### config.mk
export PLATFORM = sky130hd
export DESIGN_NAME = coin_accumulator_flat
export DESIGN_NICKNAME = d
export VERILOG_FILES = /design/src/rtl/coin_accumulator_pkg.sv /design/src/rtl/coin_accumulator_if.sv /design/src/rtl/coin_seg7_decoder.sv /design/src/rtl/coin_accumulator.sv /design/src/flat_wrapper.sv
export SDC_FILE = /design/constraint.sdc
export NUM_CORES = 1
export LEC_CHECK = 0
export CAP_MARGIN = 20
export CELL_PAD_IN_SITES_DETAIL_PLACEMENT = 0
export CELL_PAD_IN_SITES_GLOBAL_PLACEMENT = 1
export CORE_UTILIZATION = 35
export CTS_BUF_LIST = sky130_fd_sc_hd__clkbuf_4 sky130_fd_sc_hd__clkbuf_8 sky130_fd_sc_hd__clkbuf_16
export CTS_CLUSTER_DIAMETER = 200
export DETAILED_ROUTE_END_ITERATION = 7
export PLACE_DENSITY = 0.83
export RECOVER_POWER = 50
export SLEW_MARGIN = 20
export SYNTH_ARGS = -nofsm -noshare
export SYNTH_HDL_FRONTEND = slang
export SYNTH_HIERARCHICAL = 1
export SYNTH_SLANG_ARGS = --single-unit
### constraint.sdc
create_clock -name clock -period 2.6 [get_ports clock]
set_clock_uncertainty 0.2 [all_clocks]
set_input_delay 0.52 -clock clock [delete_from_list [all_inputs] [get_ports clock]]
set_output_delay 0.52 -clock clock [all_outputs]
set_load 0.02 [all_outputs]
### src/rtl/coin_accumulator_pkg.sv
// Shared types and constants for the coin accumulator datapath:
// counter width and thresholds, the counter/segment types and the
// active-low 7-segment hex table {g,f,e,d,c,b,a}.
package coin_pkg;

    localparam int CNT_W         = 4;
    localparam int LIMIT         = 10;
    localparam int COIN_HI_VALUE = 5;

    typedef logic [CNT_W-1:0] coin_cnt_t;
    typedef logic [6:0]       seg7_t;

    localparam seg7_t SEG7_HEX [16] = '{
        7'b1000000, 7'b1111001, 7'b0100100, 7'b0110000,
        7'b0011001, 7'b0010010, 7'b0000010, 7'b1111000,
        7'b0000000, 7'b0010000, 7'b0001000, 7'b0000011,
        7'b1000110, 7'b0100001, 7'b0000110, 7'b0001110
    };

endpackage

### src/rtl/coin_accumulator_if.sv
// Coin accumulator bus: raw coin sensor levels and clear in,
// running total, limit flag and display out.
interface coin_accumulator_if;
    import coin_pkg::*;

    logic      coin_100;
    logic      coin_500;
    logic      clear;
    coin_cnt_t total_coins;
    logic      coins_limit;
    seg7_t     total_coins_display;

    modport master (
        output coin_100, coin_500, clear,
        input  total_coins, coins_limit, total_coins_display
    );

    modport slave (
        input  coin_100, coin_500, clear,
        output total_coins, coins_limit, total_coins_display
    );

endinterface

### src/rtl/coin_seg7_decoder.sv
// Combinational hex digit to active-low 7-segment decoder; shared with
// the change display.
module coin_seg7_decoder
    import coin_pkg::*;
(
    input  logic [3:0] digit,
    output seg7_t      seg
);

    // Table lookup of the segment pattern for the digit
    always_comb begin
        seg = SEG7_HEX[digit];
    end

endmodule

### src/rtl/coin_accumulator.sv
// Coin accumulator: synchronises the two coin sensors, detects rising
// edges, keeps a saturating total in 100-unit steps, flags the purchase
// limit and drives the 7-segment display of the total.
// Optional build macro COIN_AUTO_CLEAR_EN: total clears itself the cycle
// after the limit is reached, making coins_limit a one-cycle pulse.
module coin_accumulator #(
    parameter int CNT_W         = coin_pkg::CNT_W,
    parameter int LIMIT         = coin_pkg::LIMIT,
    parameter int COIN_HI_VALUE = coin_pkg::COIN_HI_VALUE
) (
    input  logic               clock,
    input  logic               reset,
    coin_accumulator_if.slave  bus
);
    import coin_pkg::*;

    localparam int                 SUM_W   = CNT_W + 3;
    localparam logic [SUM_W-1:0]   SUM_MAX = SUM_W'({CNT_W{1'b1}});
    localparam logic [SUM_W-1:0]   HI_STEP = SUM_W'(COIN_HI_VALUE);
    localparam logic [CNT_W-1:0]   LIMIT_V = CNT_W'(LIMIT);

    logic             c100_s1_r, c100_s2_r, c100_p_r;
    logic             c500_s1_r, c500_s2_r, c500_p_r;
    logic [CNT_W-1:0] total_r;

    logic             ev100_s, ev500_s;
    logic             limit_s;
    logic             clear_eff_s;
    logic [SUM_W-1:0] sum_s;
    logic [CNT_W-1:0] total_next_s;
    seg7_t            seg_s;

    // Rising-edge events from the synchronised coin levels
    always_comb begin
        ev100_s = c100_s2_r & ~c100_p_r;
        ev500_s = c500_s2_r & ~c500_p_r;
    end

    // Limit compare and effective clear (optionally self-clearing at limit)
    always_comb begin
        limit_s = (total_r >= LIMIT_V);
`ifdef COIN_AUTO_CLEAR_EN
        clear_eff_s = bus.clear | limit_s;
`else
        clear_eff_s = bus.clear;
`endif
    end

    // Wide sum of this cycle's coin steps, saturated to the counter range
    always_comb begin
        sum_s = SUM_W'(total_r);
        if (ev100_s) begin
            sum_s = sum_s + SUM_W'(1'b1);
        end else begin
            sum_s = sum_s;
        end
        if (ev500_s) begin
            sum_s = sum_s + HI_STEP;
        end else begin
            sum_s = sum_s;
        end
        if (clear_eff_s) begin
            total_next_s = {CNT_W{1'b0}};
        end else if (sum_s > SUM_MAX) begin
            total_next_s = {CNT_W{1'b1}};
        end else begin
            total_next_s = sum_s[CNT_W-1:0];
        end
    end

    // Synchronisers, edge registers and running total
    always_ff @(posedge clock or negedge reset) begin
        if (!reset) begin
            c100_s1_r <= 1'b0;
            c100_s2_r <= 1'b0;
            c100_p_r  <= 1'b0;
            c500_s1_r <= 1'b0;
            c500_s2_r <= 1'b0;
            c500_p_r  <= 1'b0;
            total_r   <= {CNT_W{1'b0}};
        end else begin
            c100_s1_r <= bus.coin_100;
            c100_s2_r <= c100_s1_r;
            c100_p_r  <= c100_s2_r;
            c500_s1_r <= bus.coin_500;
            c500_s2_r <= c500_s1_r;
            c500_p_r  <= c500_s2_r;
            total_r   <= total_next_s;
        end
    end

    coin_seg7_decoder u_seg7 (
        .digit (4'(total_r)),
        .seg   (seg_s)
    );

    // Drive the bus outputs from the total and its derived views
    always_comb begin
        bus.total_coins         = coin_cnt_t'(total_r);
        bus.coins_limit         = limit_s;
        bus.total_coins_display = seg_s;
    end

endmodule

### src/flat_wrapper.sv
// flat-port wrapper written by rule: the top's interface ports become plain ports
module coin_accumulator_flat import coin_pkg::*;
#(
    parameter int CNT_W         = coin_pkg::CNT_W,
    parameter int LIMIT         = coin_pkg::LIMIT,
    parameter int COIN_HI_VALUE = coin_pkg::COIN_HI_VALUE
)
  (clock, reset, bus_coin_100, bus_coin_500, bus_clear, bus_total_coins, bus_coins_limit, bus_total_coins_display);
  coin_accumulator_if bus_i ();
  input  logic clock;
  input  logic reset;
  input wire logic [$bits(bus_i.coin_100)-1:0] bus_coin_100;
  input wire logic [$bits(bus_i.coin_500)-1:0] bus_coin_500;
  input wire logic [$bits(bus_i.clear)-1:0] bus_clear;
  output wire logic [$bits(bus_i.total_coins)-1:0] bus_total_coins;
  output wire logic [$bits(bus_i.coins_limit)-1:0] bus_coins_limit;
  output wire logic [$bits(bus_i.total_coins_display)-1:0] bus_total_coins_display;
  assign bus_i.coin_100 = bus_coin_100;
  assign bus_i.coin_500 = bus_coin_500;
  assign bus_i.clear = bus_clear;
  assign bus_total_coins = bus_i.total_coins;
  assign bus_coins_limit = bus_i.coins_limit;
  assign bus_total_coins_display = bus_i.total_coins_display;
  coin_accumulator #(.CNT_W(CNT_W), .LIMIT(LIMIT), .COIN_HI_VALUE(COIN_HI_VALUE)) u_core (.clock(clock), .reset(reset), .bus(bus_i));
endmodule
Yosys cells after proc, flatten, opt, wreduce, memory -nomap -nowiden
Memories as Yosys holds them, arrays and structs flattened.
Cells that the tools add are included.
- bits in registers: 10
- ROM bits: 112
- input port bits: 5
- logic and storage cells: 24
- memories kept: 1
- memories (name ; words ; bits a word ; rd ports ; clocked after Yosys merged registers in ; write ports ; RTL line ; RTL):
    (no name shown) ; 16 ; 7 ; 1 ; 0 ; 0 ; coin_seg7_decoder.sv:12 ; seg = SEG7_HEX[digit];
- $add $sub $neg: 2
- $lt $le $gt $ge: 3
- multiplexer cells: 6
- bitwise logic cells: 5
- operator list (cell ; count):
    $mux 7 ; 4
    $mux 4 ; 2
    $add 7x3->7 const B ; 1
    $gt 7x4->1 const B ; 1
    $add 4x1->5 const B ; 1
    $ge 5x5->1 const B ; 1
    $not 4->5 ; 1
    $ge 4x4->1 const B ; 1
    $and 1x1->1 ; 2
    $not 1->1 ; 2

Depth between registers and ports, before layout
- word-level depth: 8
- depth in mapped cells: 8

Modules after synthesis
Netlist, hierarchy kept.
- modules (own cells, without submodules) (module ; times used ; cells each ; area each (sq um)):
    coin_accumulator ; 1 ; 46 ; 506.7
    coin_seg7_decoder ; 1 ; 35 ; 247.7

Least setup slack after synthesis
OpenSTA, ideal clock, no wires.
- path type: register to register
- from: register u_core.total_r[0], in the netlist u_core/bus.total_coins[0]
- to: register u_core.total_r[0], in the netlist u_core/bus.total_coins[0]
- arrival: 2.088 ns
- data required time: 2.263 ns
- path slack: 0.175 ns
- stages on the path, launching flop included: 9
- clock period less this slack: 2.425 ns
- path through: dfrtp_1 -> inv_1 -> ha_1 -> o21ai_0 -> ha_1 -> inv_1 -> a221oi_2 -> mux2i_1 -> o21ai_0
- longest elaborated chain between the ends: 7
- RTL lines (item ; RTL line ; RTL):
    from (decl) ; coin_accumulator.sv:24 ; logic [CNT_W-1:0] total_r;
    from (signal assigned) ; coin_accumulator.sv:80 ; total_r <= {CNT_W{1'b0}};
    from (signal assigned) ; coin_accumulator.sv:88 ; total_r <= total_next_s;
    $add 4x1->5 ; coin_accumulator.sv:53 ; sum_s = sum_s + SUM_W'(1'b1);
    $mux 7 (*) ; coin_accumulator.sv:52 ; if (ev100_s) begin
    $add 7x3->7 ; coin_accumulator.sv:58 ; sum_s = sum_s + HI_STEP;
    $mux 7 (*) ; coin_accumulator.sv:57 ; if (ev500_s) begin
    $gt 7x4->1 ; coin_accumulator.sv:64 ; end else if (sum_s > SUM_MAX) begin
    $mux 4 (*) ; coin_accumulator.sv:64 ;
    $mux 4 (*) ; coin_accumulator.sv:62 ; if (clear_eff_s) begin
    via u_core.total_next_s[0] ; coin_accumulator.sv:30 ; logic [CNT_W-1:0] total_next_s;
The timed path passes the listed nets; every way through them passes the cells marked *.

Final worst setup path
- from: register u_core.total_r[1], in the netlist u_core/bus.total_coins[1]
- to: output bus_total_coins_display[3]
- longest elaborated chain between the ends: 4
- RTL lines (item ; RTL line ; RTL):
    $not 4->5 (implied by the code) ; coin_seg7_decoder.sv:12 ;
    $mem_v2 16x7 ; n/a ;
    $mux 7 (implied by the code) (2 in a row) ; coin_seg7_decoder.sv:12 ;
    to (decl) ; flat_wrapper.sv:17 ; output wire logic [$bits(bus_i.total_coins_display)-1:0] bus_total_coins_display;
Every way passes these cells. The select of a mux whose other input is x is not followed.

==> run_results.csv <==
group,metric,value,unit
clock_network,clk_pin_slew_worst_paths,0.07,ns
floorplan,num_io_pins,17,
power,power.density,582.3,nW/µm²
drt,drt-wirelength-per-cell,11.22,µm
clock_network,cts_tree,"done",
power,peakVddDrop,517.5,µV
synthesis,synthesis.nets,96,
floorplan,std_cell_rows,16,
place,detailed_place_hpwl,1102,µm
synthesis,yosys.cell_types.count,29,
synthesis,yosys.area_share.adder,16.58,%
sta,final-hold-violation-count,0,
clock_network,h_tree_levels,1,
synthesis,synth-edff-count,0,
drt,drt_iter0_markers,18,
sta,drv_slew,0,
job,number_of_max_cap_violations,0,
clock_network,ctsResizeCount,6,
synthesis,synthesis.area,754.5,µm²
synthesis,largest_family_of_logic_cells_by_synthesized_area,"compound AO/OA/AOI/OAI gates",
worst_hold_path,hp-class,"register to register",
synthesis,synth-compound-area-share,18.74,%
drt,ant_nets,0,
synthesis,yosys_register_bits,10,
floorplan,chipWidth,48.43,µm
sta,setup_viol,0,
sta,rsz0062_at_grt,"false",
global_routing,globalRouteTotalUtil,13.24,%
sta,fmaxAchievable,408.6,MHz
global_routing,antenna_found_initial,0,
global_routing,wire_length_of_the_first_global_routing_pass,2442,µm
critical_path,worstPathArrival,1.73,ns
critical_path,worstSetupPathType,"register to primary output",
place,placement.io_buffers,16,
worst_hold_path,worst_hold_path.num_cells,0,
sta,setup-tns-final,0,ns
critical_path,timing.critical_path.from_type,"register",
run_status,status,"finished, final reports clean",
drt,drt_wl_total,1458,µm
critical_path,cp.required,1.88,ns
global_routing,globalRoute.totalOverflow,0,
synthesis,yosysWarningCount,6,
synthesis,post_synth_mux_area_share,5.473,%
synthesis,synth_ff_type,"sky130_fd_sc_hd__dfrtp_1",
layout,layout.cells.most_common_list,"sky130_fd_sc_hd__ha_1, sky130_fd_sc_hd__dfrtp_1, sky130_fd_sc_hd__nand2_1",
layout,synthToLayoutAreaGrowth,32.50,%
critical_path,critical_path.endpoint_type,"primary output",
critical_path,critPathMaxFanout,5,
synthesis,fraction_of_the_yosys_area_taken_by_sequential_cells,33.17,%
sta,crit_share_post_route,94.14,%
layout,final_nets,119,
synthesis,netlist_instances,81,
synthesis,synth_area_per_cell,9.314,µm²
power,total_leakage_power,0.4611,nW
sta,final_worst_path_period_need,2.448,ns
drt,detail_route.drc_violations,0,
drt,route.vias.total,660,
layout,insertedDiodeCount,0,
place,dp_slack,0.1319,ns
sta,timing.slew.headroom,66.87,%
layout,final_layout_size_suffix_gt1_share,13.59,%
drt,drt_pass1_iterations,4,
global_routing,largest_net_degree_at_the_start_of_global_routing,18,
critical_path,reg2regPathDepth,9,
clock_network,source_to_sink_clock_delay_at_the_later_pin_of_the_worst_skew_pair,0.26,ns
clock_network,postCtsSetupBuffers,0,
place,gp_congestion,0.8157,
clock_network,clockRootBuffer,"sky130_fd_sc_hd__clkbuf_4",
sta,timing_worst_slew_pin_value,0.4970,ns
clock_network,clock_sinks,10,
floorplan,die_footprint,2345,µm²
synthesis,synthArstFlopShare,100.0,%
synthesis,synthSimpleGateAreaFrac,15.59,%
floorplan,die_h,48.43,µm
global_routing,grt_pass1_vias,613,
sta,whs,0.1545,ns
clock_network,cts_buffer_depth,2,
clock_network,numCtsBuffers,3,
floorplan,initial_core_util,37.69,%
clock_network,cts_hold_buffers,0,
sta,timing.final.ws_setup,0.1525,ns
synthesis,post_synth_xor_area_fraction,5.804,%
floorplan,fp.coreArea,2002,µm²
drt,drt-vias-per-instance,5.077,
## state kept, by name, summed over array words and instances, names as in the netlist
register / flops
u_core/c500_s1_r: 1
u_core/c500_p_r: 1
u_core/c100_p_r: 1
u_core/c500_s2_r: 1
u_core/c100_s2_r: 1
u_core/c100_s1_r: 1
u_core/bus.total_coins: 4
## cells in the mapped netlist (2+ instances only)
library cell                n  area, µm²
sky130_fd_sc_hd__nand2_1    9      33.78
sky130_fd_sc_hd__o21ai_0    7      35.03
sky130_fd_sc_hd__ha_1      10      125.1
sky130_fd_sc_hd__nand2b_1   3      18.77
sky130_fd_sc_hd__o22ai_1    2      12.51
sky130_fd_sc_hd__a31oi_1    2      12.51
sky130_fd_sc_hd__nand3b_1   2      15.01
sky130_fd_sc_hd__inv_1      5      18.77
sky130_fd_sc_hd__a21oi_1    3      15.01
sky130_fd_sc_hd__xor2_1     3      26.28
sky130_fd_sc_hd__o21ai_1    4      20.02
sky130_fd_sc_hd__dfrtp_1   10      250.2
sky130_fd_sc_hd__nor2_1     2      7.510
sky130_fd_sc_hd__xnor2_1    2      17.52
sky130_fd_sc_hd__mux2i_1    3      30.03
## kinds of logic after synthesis
kind of cell	after synthesis
DFF	10
muxes	4
and+or+nand+nor	22
adders and majority gates	10
AOI/OAI and AO/OA	23
xor gates and xnor gates	5
buffers and inverters	7
## where the power goes
part / internal [mW] / switching (mW)
clock: 0.0849 / 0.0500
combinational: 0.114 / 0.145
sequential: 0.168 / 0.0199
## stage by stage
stage          utilization (%)  cells  power, mW  cell area, µm²
4_1_cts                  49.50    130     0.5898           991.0
5_1_grt                  49.94    130     0.6224           999.7
6_report                 49.94    130     0.5821           999.7
2_1_floorplan                -     81     0.3542           754.5
3_5_place_dp             48.06    126     0.4717           962.2
3_3_place_gp             48.06    126     0.4687           962.2
## area by class of cell
| type | instances | area, µm² |
|---|---|---|
| Clock buffer | 4 | 36.28 |
| Sequential cell | 10 | 250.2 |
| Fill cell | 202 | 1002 |
| Inverter | 5 | 18.77 |
| Multi-Input combinational cell | 64 | 473.0 |
| Timing Repair Buffer | 20 | 187.7 |
| Tap cell | 27 | 33.78 |
## path summary, 6_finish.rpt
kind | to | from | slack (ns)
worst min-delay path | u_core/c100_s2_r$_DFF_PN0_ | u_core/c100_s1_r$_DFF_PN0_ | 0.15
worst max-delay path | bus_total_coins_display[3] | u_core/bus.total_coins[1]$_DFF_PN0_ | 0.15
min in group asynchronous | u_core/c100_p_r$_DFF_PN0_ | reset | 0.42
max in group asynchronous | u_core/c500_s2_r$_DFF_PN0_ | reset | 1.49
worst max register to register | u_core/bus.total_coins[3]$_DFF_PN0_ | u_core/bus.total_coins[0]$_DFF_PN0_ | 0.24
worst min register to register | u_core/c100_s2_r$_DFF_PN0_ | u_core/c100_s1_r$_DFF_PN0_ | 0.15
## metal layers
metal  GRT usage, %  part of all wire [%]
met1          14.85                    44
met2          24.65                    49
met3          2.830                   4.5
met4          4.412                   1.7
met5              0                     0
## worst max-delay path, stage by stage (launching register included)
cell,delay [ns]
sky130_fd_sc_hd__dfrtp_1,0.34
sky130_fd_sc_hd__inv_1,0.09
sky130_fd_sc_hd__ha_1,0.20
sky130_fd_sc_hd__or2_2,0.28
sky130_fd_sc_hd__a21oi_1,0.15
sky130_fd_sc_hd__a31oi_1,0.06
sky130_fd_sc_hd__dlygate4sd2_1,0.35
Note: power is estimated with default switching activity, not from simulation.
